**src/rtl/bin_to_bcd_display_if.sv**
```systemverilog
// Conversion request/result bundle between a requester and bin_to_bcd_display.
// The master drives the request; the slave (converter) returns registered results.
interface bin_to_bcd_display_if #(
    parameter int unsigned NUM_BITS = 14
);
    logic                start;
    logic [NUM_BITS-1:0] bin_in;
    logic [3:0]          dp_in;
    logic [15:0]         word_out;
    logic [7:0]          display_mask_out;
    logic                busy;
    logic                done;
    logic                overflow;

    modport master (
        output start, bin_in, dp_in,
        input  word_out, display_mask_out, busy, done, overflow
    );

    modport slave (
        input  start, bin_in, dp_in,
        output word_out, display_mask_out, busy, done, overflow
    );
endinterface

```
**src/rtl/bin_to_bcd_display.sv**
```systemverilog
// Iterative shift-and-add-3 binary-to-BCD converter with leading-zero blanking,
// feeding a 7-segment digit driver with a packed BCD word and digit/dp mask.
module bin_to_bcd_display #(
    parameter bit          BLANK_LEADING = 1'b1,
    parameter int unsigned NUM_BITS      = 14
) (
    input logic                  mclk,
    input logic                  rst,
    bin_to_bcd_display_if.slave  bus
);
    localparam int unsigned CntW = $clog2(NUM_BITS + 1);

    typedef enum logic [1:0] {
        StIdle,
        StShift,
        StFinish
    } state_e;

    state_e              state_q;
    logic [NUM_BITS-1:0] bin_q;
    logic [15:0]         bcd_q;
    logic [3:0]          dp_q;
    logic                ovf_pending_q;
    logic [CntW-1:0]     cnt_q;

    logic [15:0]         word_q;
    logic [7:0]          mask_q;
    logic                busy_q;
    logic                done_q;
    logic                overflow_q;

    logic [15:0]         bcd_adj;
    logic [3:0]          digit_en;
    logic                thou_nz;
    logic                hund_nz;
    logic                tens_nz;
    logic                in_range_n;

    // Add-3 correction on every nibble that would exceed 9 after doubling.
    always_comb begin
        bcd_adj = bcd_q;
        for (int i = 0; i < 4; i++) begin
            if (bcd_q[4*i +: 4] >= 4'd5) begin
                bcd_adj[4*i +: 4] = bcd_q[4*i +: 4] + 4'd3;
            end
        end
    end

    always_comb begin
        thou_nz = |bcd_q[15:12];
        hund_nz = |bcd_q[11:8];
        tens_nz = |bcd_q[7:4];
        if (BLANK_LEADING) begin
            digit_en = {thou_nz, thou_nz | hund_nz, thou_nz | hund_nz | tens_nz, 1'b1};
        end else begin
            digit_en = 4'hF;
        end
    end

    assign in_range_n = 32'(bus.bin_in) > 32'd9999;

    always_ff @(posedge mclk) begin
        if (rst) begin
            state_q       <= StIdle;
            bin_q         <= '0;
            bcd_q         <= '0;
            dp_q          <= '0;
            ovf_pending_q <= 1'b0;
            cnt_q         <= '0;
            word_q        <= 16'h0000;
            mask_q        <= 8'h01;
            busy_q        <= 1'b0;
            done_q        <= 1'b0;
            overflow_q    <= 1'b0;
        end else begin
            done_q <= 1'b0;
            unique case (state_q)
                StIdle: begin
                    if (bus.start) begin
                        bin_q         <= bus.bin_in;
                        dp_q          <= bus.dp_in;
                        ovf_pending_q <= in_range_n;
                        bcd_q         <= '0;
                        cnt_q         <= CntW'(NUM_BITS);
                        busy_q        <= 1'b1;
                        state_q       <= StShift;
                    end
                end
                StShift: begin
                    bcd_q <= {bcd_adj[14:0], bin_q[NUM_BITS-1]};
                    bin_q <= {bin_q[NUM_BITS-2:0], 1'b0};
                    cnt_q <= cnt_q - CntW'(1);
                    if (cnt_q == CntW'(1)) begin
                        state_q <= StFinish;
                    end
                end
                StFinish: begin
                    // Out-of-range values saturate; the accumulator is meaningless then.
                    if (ovf_pending_q) begin
                        word_q <= 16'h9999;
                        mask_q <= {dp_q, 4'hF};
                    end else begin
                        word_q <= bcd_q;
                        mask_q <= {dp_q, digit_en};
                    end
                    overflow_q <= ovf_pending_q;
                    done_q     <= 1'b1;
                    busy_q     <= 1'b0;
                    state_q    <= StIdle;
                end
                default: begin
                    state_q <= StIdle;
                    busy_q  <= 1'b0;
                end
            endcase
        end
    end

    assign bus.word_out         = word_q;
    assign bus.display_mask_out = mask_q;
    assign bus.busy             = busy_q;
    assign bus.done             = done_q;
    assign bus.overflow         = overflow_q;
endmodule

```
**src/flat_wrapper.sv**
```systemverilog
// flat-port wrapper written by rule: the top's interface ports become plain ports
module bin_to_bcd_display_flat 
#(
    parameter bit          BLANK_LEADING = 1'b1,
    parameter int unsigned NUM_BITS      = 14
)
  (mclk, rst, bus_start, bus_bin_in, bus_dp_in, bus_word_out, bus_display_mask_out, bus_busy, bus_done, bus_overflow);
  bin_to_bcd_display_if #(.NUM_BITS(NUM_BITS)) bus_i ();
  input logic mclk;
  input logic rst;
  input wire logic [$bits(bus_i.start)-1:0] bus_start;
  input wire logic [$bits(bus_i.bin_in)-1:0] bus_bin_in;
  input wire logic [$bits(bus_i.dp_in)-1:0] bus_dp_in;
  output wire logic [$bits(bus_i.word_out)-1:0] bus_word_out;
  output wire logic [$bits(bus_i.display_mask_out)-1:0] bus_display_mask_out;
  output wire logic [$bits(bus_i.busy)-1:0] bus_busy;
  output wire logic [$bits(bus_i.done)-1:0] bus_done;
  output wire logic [$bits(bus_i.overflow)-1:0] bus_overflow;
  assign bus_i.start = bus_start;
  assign bus_i.bin_in = bus_bin_in;
  assign bus_i.dp_in = bus_dp_in;
  assign bus_word_out = bus_i.word_out;
  assign bus_display_mask_out = bus_i.display_mask_out;
  assign bus_busy = bus_i.busy;
  assign bus_done = bus_i.done;
  assign bus_overflow = bus_i.overflow;
  bin_to_bcd_display #(.BLANK_LEADING(BLANK_LEADING), .NUM_BITS(NUM_BITS)) u_core (.mclk(mclk), .rst(rst), .bus(bus_i));
endmodule
```
**config.mk**
```make
export PLATFORM = sky130hd
export DESIGN_NAME = bin_to_bcd_display_flat
export DESIGN_NICKNAME = d
export VERILOG_FILES = /design/src/rtl/bin_to_bcd_display_if.sv /design/src/rtl/bin_to_bcd_display.sv /design/src/flat_wrapper.sv
export SDC_FILE = /design/constraint.sdc
export NUM_CORES = 1
export LEC_CHECK = 0
export ABC_AREA = 1
export ABC_CLOCK_PERIOD_IN_PS = 3000
export BUFFER_PORTS_ARGS = -buffer_cell sky130_fd_sc_hd__buf_4
export CAP_MARGIN = 40
export CORE_ASPECT_RATIO = 0.8
export CORE_MARGIN = 2
export CORE_UTILIZATION = 50
export DETAILED_ROUTE_END_ITERATION = 10
export HOLD_SLACK_MARGIN = 0.02
export PLACE_DENSITY = 0.81
export SETUP_SLACK_MARGIN = 0.15
export SLEW_MARGIN = 20
export SYNTH_ARGS = -nofsm -noshare
export SYNTH_HDL_FRONTEND = slang
export SYNTH_SLANG_ARGS = --single-unit
```
**constraint.sdc**
```tcl
create_clock -name mclk -period 3 [get_ports mclk]
set_input_delay 0.15 -clock mclk [delete_from_list [all_inputs] [get_ports mclk]]
set_output_delay 0.15 -clock mclk [all_outputs]
set_load 0.03 [all_outputs]
```
==> impl_results.md <==
- Slowest library cell on the worst path: nor2_1
- Final setup margin: 975 ps
- CP max stage delay: 740 ps
- Worst slew pin tran: 747 ps
- Core area: 5910 sq um
- Reg2Reg Launch Point: u_core.state_q[1]$_SDFFE_PP0P_
- RSZ-0062 raised after global routing: no
- Critical path class: register to register
- Slew Viols, Final: 0
- Post-CTS setup buffers: 0
- Area of the multi-input gates: 1420 sq um
- VDD IR max: 334 uV
- First-pass GRT wire length: 11,600 microns
- N_diodes: 0
- Synthesized Nets: 447
- CP startpoint kind: register
- Final Hold Fails: 0
- CP cell instances: nand2_1, nor2_1, nand2_1, a21oi_1
- Total die area: 6740 sq um
- Nets@finish: 486
- Slew headroom: 0.501
- # port buffers: 46
- Reg-to-reg endpoint: u_core.bus.word_out[1]$_SDFFE_PP0P_
- Row count: 25
- Number of global-route vias before repair: 2,463
- P per Cell Area: 585 nW/um^2
- CP Max Fanout: 22
- Final setup fails: 0
- FF+latch area: 1340 sq um
- Period utilization: 0.675
- Buf/Inv on CP: 0
- Ports: 48
- Total iterations of the first detailed-routing run: 5
- DRT iter0 DRCs: 186
- Cell Area, Synth: 3050 sq um
- Average routed wire per standard cell: 12.6 microns
- Hold buffer count at CTS: 1
- Cell repeated most along the worst path: nand2_1
- HPWL after DPL: 4670 microns
- Crit path max-delay family: simple AND/OR/NAND/NOR gates
- Tmin final: 2020 ps
- Grt total ovfl: 0
- Gate Count Post-Synth: 413
- Register area share after synthesis: 0.440
- Worst EP required: 3270 ps
- Drt drc: 0
- Height of the die: 73.8 microns
- Max Clk Rate: 0.494 GHz
- Reg2Reg Depth: 4
- CTS root buf: clkbuf_8
- Clk_lat worst skew: 340 ps
- Vias: 2,747
- Status: finished, final reports clean
- Worst setup EP type: register
- Arr. time, crit path: 2300 ps
- Antenna viol nets, final: 0
- CP Launch Point: u_core.state_q[1]$_SDFFE_PP0P_
- H-tree depth: 3
- Setup TNS: 0 ps
- Synth unique cells: 27
- Maximum root-to-sink buffer count: 2
- Global placer's final weighted congestion: 0.817
- Initial Util: 0.516
- Filler cell count: 499
- Vias/cell: 5.11
- Skew final: 9.39 ps
- Die Span X: 91.3 microns
- Initial antenna violation count: 0
- Total CTS buffers: 9
- Layout area overhead: 19.7%
- P_leak: 1.60 nW
- Total number of yosys warnings: 0
- CTS Sinks: 67
- Hold path start: bus_dp_in[1]
- Tot GR Track Use: 0.220
- Max-Cap Viols: 0
- Drt total wl: 6780 microns
- DP Worst Slack: 1020 ps
- Largest net degree at the start of global routing: 46
- Mean Syn Cell Area: 7.38 sq um
- #FFs+latches synth: 67
- Fraction of layout cells with a size suffix above 1: 0.155
- HP Class: input pin to register
- CTS tree: done
- Reg2reg setup slack: 980 ps
- Register clock-pin slew on the reported worst setup and hold paths: 80 ps
- Post-cts sizing count: 0
- Hold Path Stages: 3
- Hold path endpoint: u_core.dp_q[1]$_SDFFE_PP0P_
## kinds of logic after synthesis
family / Yosys count / synth area share
DFF: 67 / 0.440
adders and majority gates: 13 / 0.0534
and+or+nand+nor: 163 / 0.230
other: 1 / 0.00123
AOI/OAI and AO/OA: 104 / 0.175
xor gates and xnor gates: 2 / 0.00575
buffers and inverters: 63 / 0.0948
## state kept, by name (all words and copies together) (netlist names), 2 cells and up
signal                       cells
u_core.state_q                   2
u_core.bus.display_mask_out      7
u_core.bin_q                    14
u_core.cnt_q                     4
u_core.bus.word_out             16
u_core.dp_q                      4
u_core.bcd_q                    16
## metal layers
metal / track usage / up-vias / part of all wire
li1: - / 1421 / -
met1: 0.286 / 1252 / 0.47
met2: 0.349 / 64 / 0.46
met3: 0.0738 / 10 / 0.047
met4: 0.0690 / 0 / 0.013
met5: 0 / - / 0
## worst max path at each step
stage                                                end  slack [ps]  cells past startpoint
floorplan                   u_core.bcd_q[8]$_SDFFE_PP0P_        1740                      7
global placement     u_core.bus.word_out[5]$_SDFFE_PP0P_        1120                      4
detailed placement  u_core.bus.word_out[13]$_SDFFE_PP0P_        1020                      4
CTS                 u_core.bus.word_out[13]$_SDFFE_PP0P_        1000                      4
global route         u_core.bus.word_out[1]$_SDFFE_PP0P_         670                      4
finish               u_core.bus.word_out[1]$_SDFFE_PP0P_         980                      4
## cell usage in the layout (no fill, tap or decap), drive strengths merged, types with 2 or more instances in the layout
cell	instances
nand4	4
nand2	89
ha	13
o21ai	50
clkbuf	10
a21oi	49
buf	47
nor3	4
nor2	37
o211ai	4
xnor2	2
inv	43
dfxtp	67
nand3	27
bufinv	4
## synth_stat cells
cell      count  area (sq um)
nand3_1      27           135
clkinv_1      1          3.75
nor3_1        4          20.0
nand2_2       1          6.26
clkbuf_1      5          18.8
o21bai_1      1          7.51
inv_2         4          15.0
nor3b_1       1          7.51
inv_1        38           143
conb_1        1          3.75
nand4_1       4          25.0
or2_2         1          6.26
nor2_8        1          20.0
buf_6         4          45.0
buf_2         6          30.0
nor2_1       34           128
xnor2_1       2          17.5
o21ai_1      10          50.1
dfxtp_1      67          1340
nand2_1      88           330
buf_4         4          30.0
buf_1         1          3.75
ha_1         13           163
o211ai_1      4          30.0
o21ai_0      40           200
nor2_4        2          22.5
a21oi_1      49           245
## worst reg2reg max path: cells and delay by family (launching register included)
family | cells | cell delay [ps]
DFF | 1 | 450
and+or+nand+nor | 3 | 1350
AOI/OAI and AO/OA | 1 | 150
## through the flow
stage,utilization,area (sq um),cells,power [mW],hold WS (ps)
floorplan,-,3050,413,1.12,230
global placement,0.571,3370,521,1.16,373
detailed placement,0.571,3370,521,1.16,378
CTS,0.617,3650,538,2.15,28.4
global route,0.617,3650,538,2.23,33.8
finish,0.617,3650,538,2.13,39.7
## layout make-up
| cell class | count | area share |
|---|---|---|
| multi-input cells | 283 | 0.389 |
| flip-flops and latches | 67 | 0.368 |
| repair buffers | 48 | 0.0995 |
| inverters | 43 | 0.0442 |
| clock inverters | 6 | 0.0374 |
| clock buffers | 10 | 0.0350 |
| well taps | 81 | 0.0278 |
## power breakdown
group	internal (mW)	switching, mW
clock	0.639	0.350
sequential	0.928	0.0179
combinational	0.0681	0.130
Power figures use the tool's default switching activity.
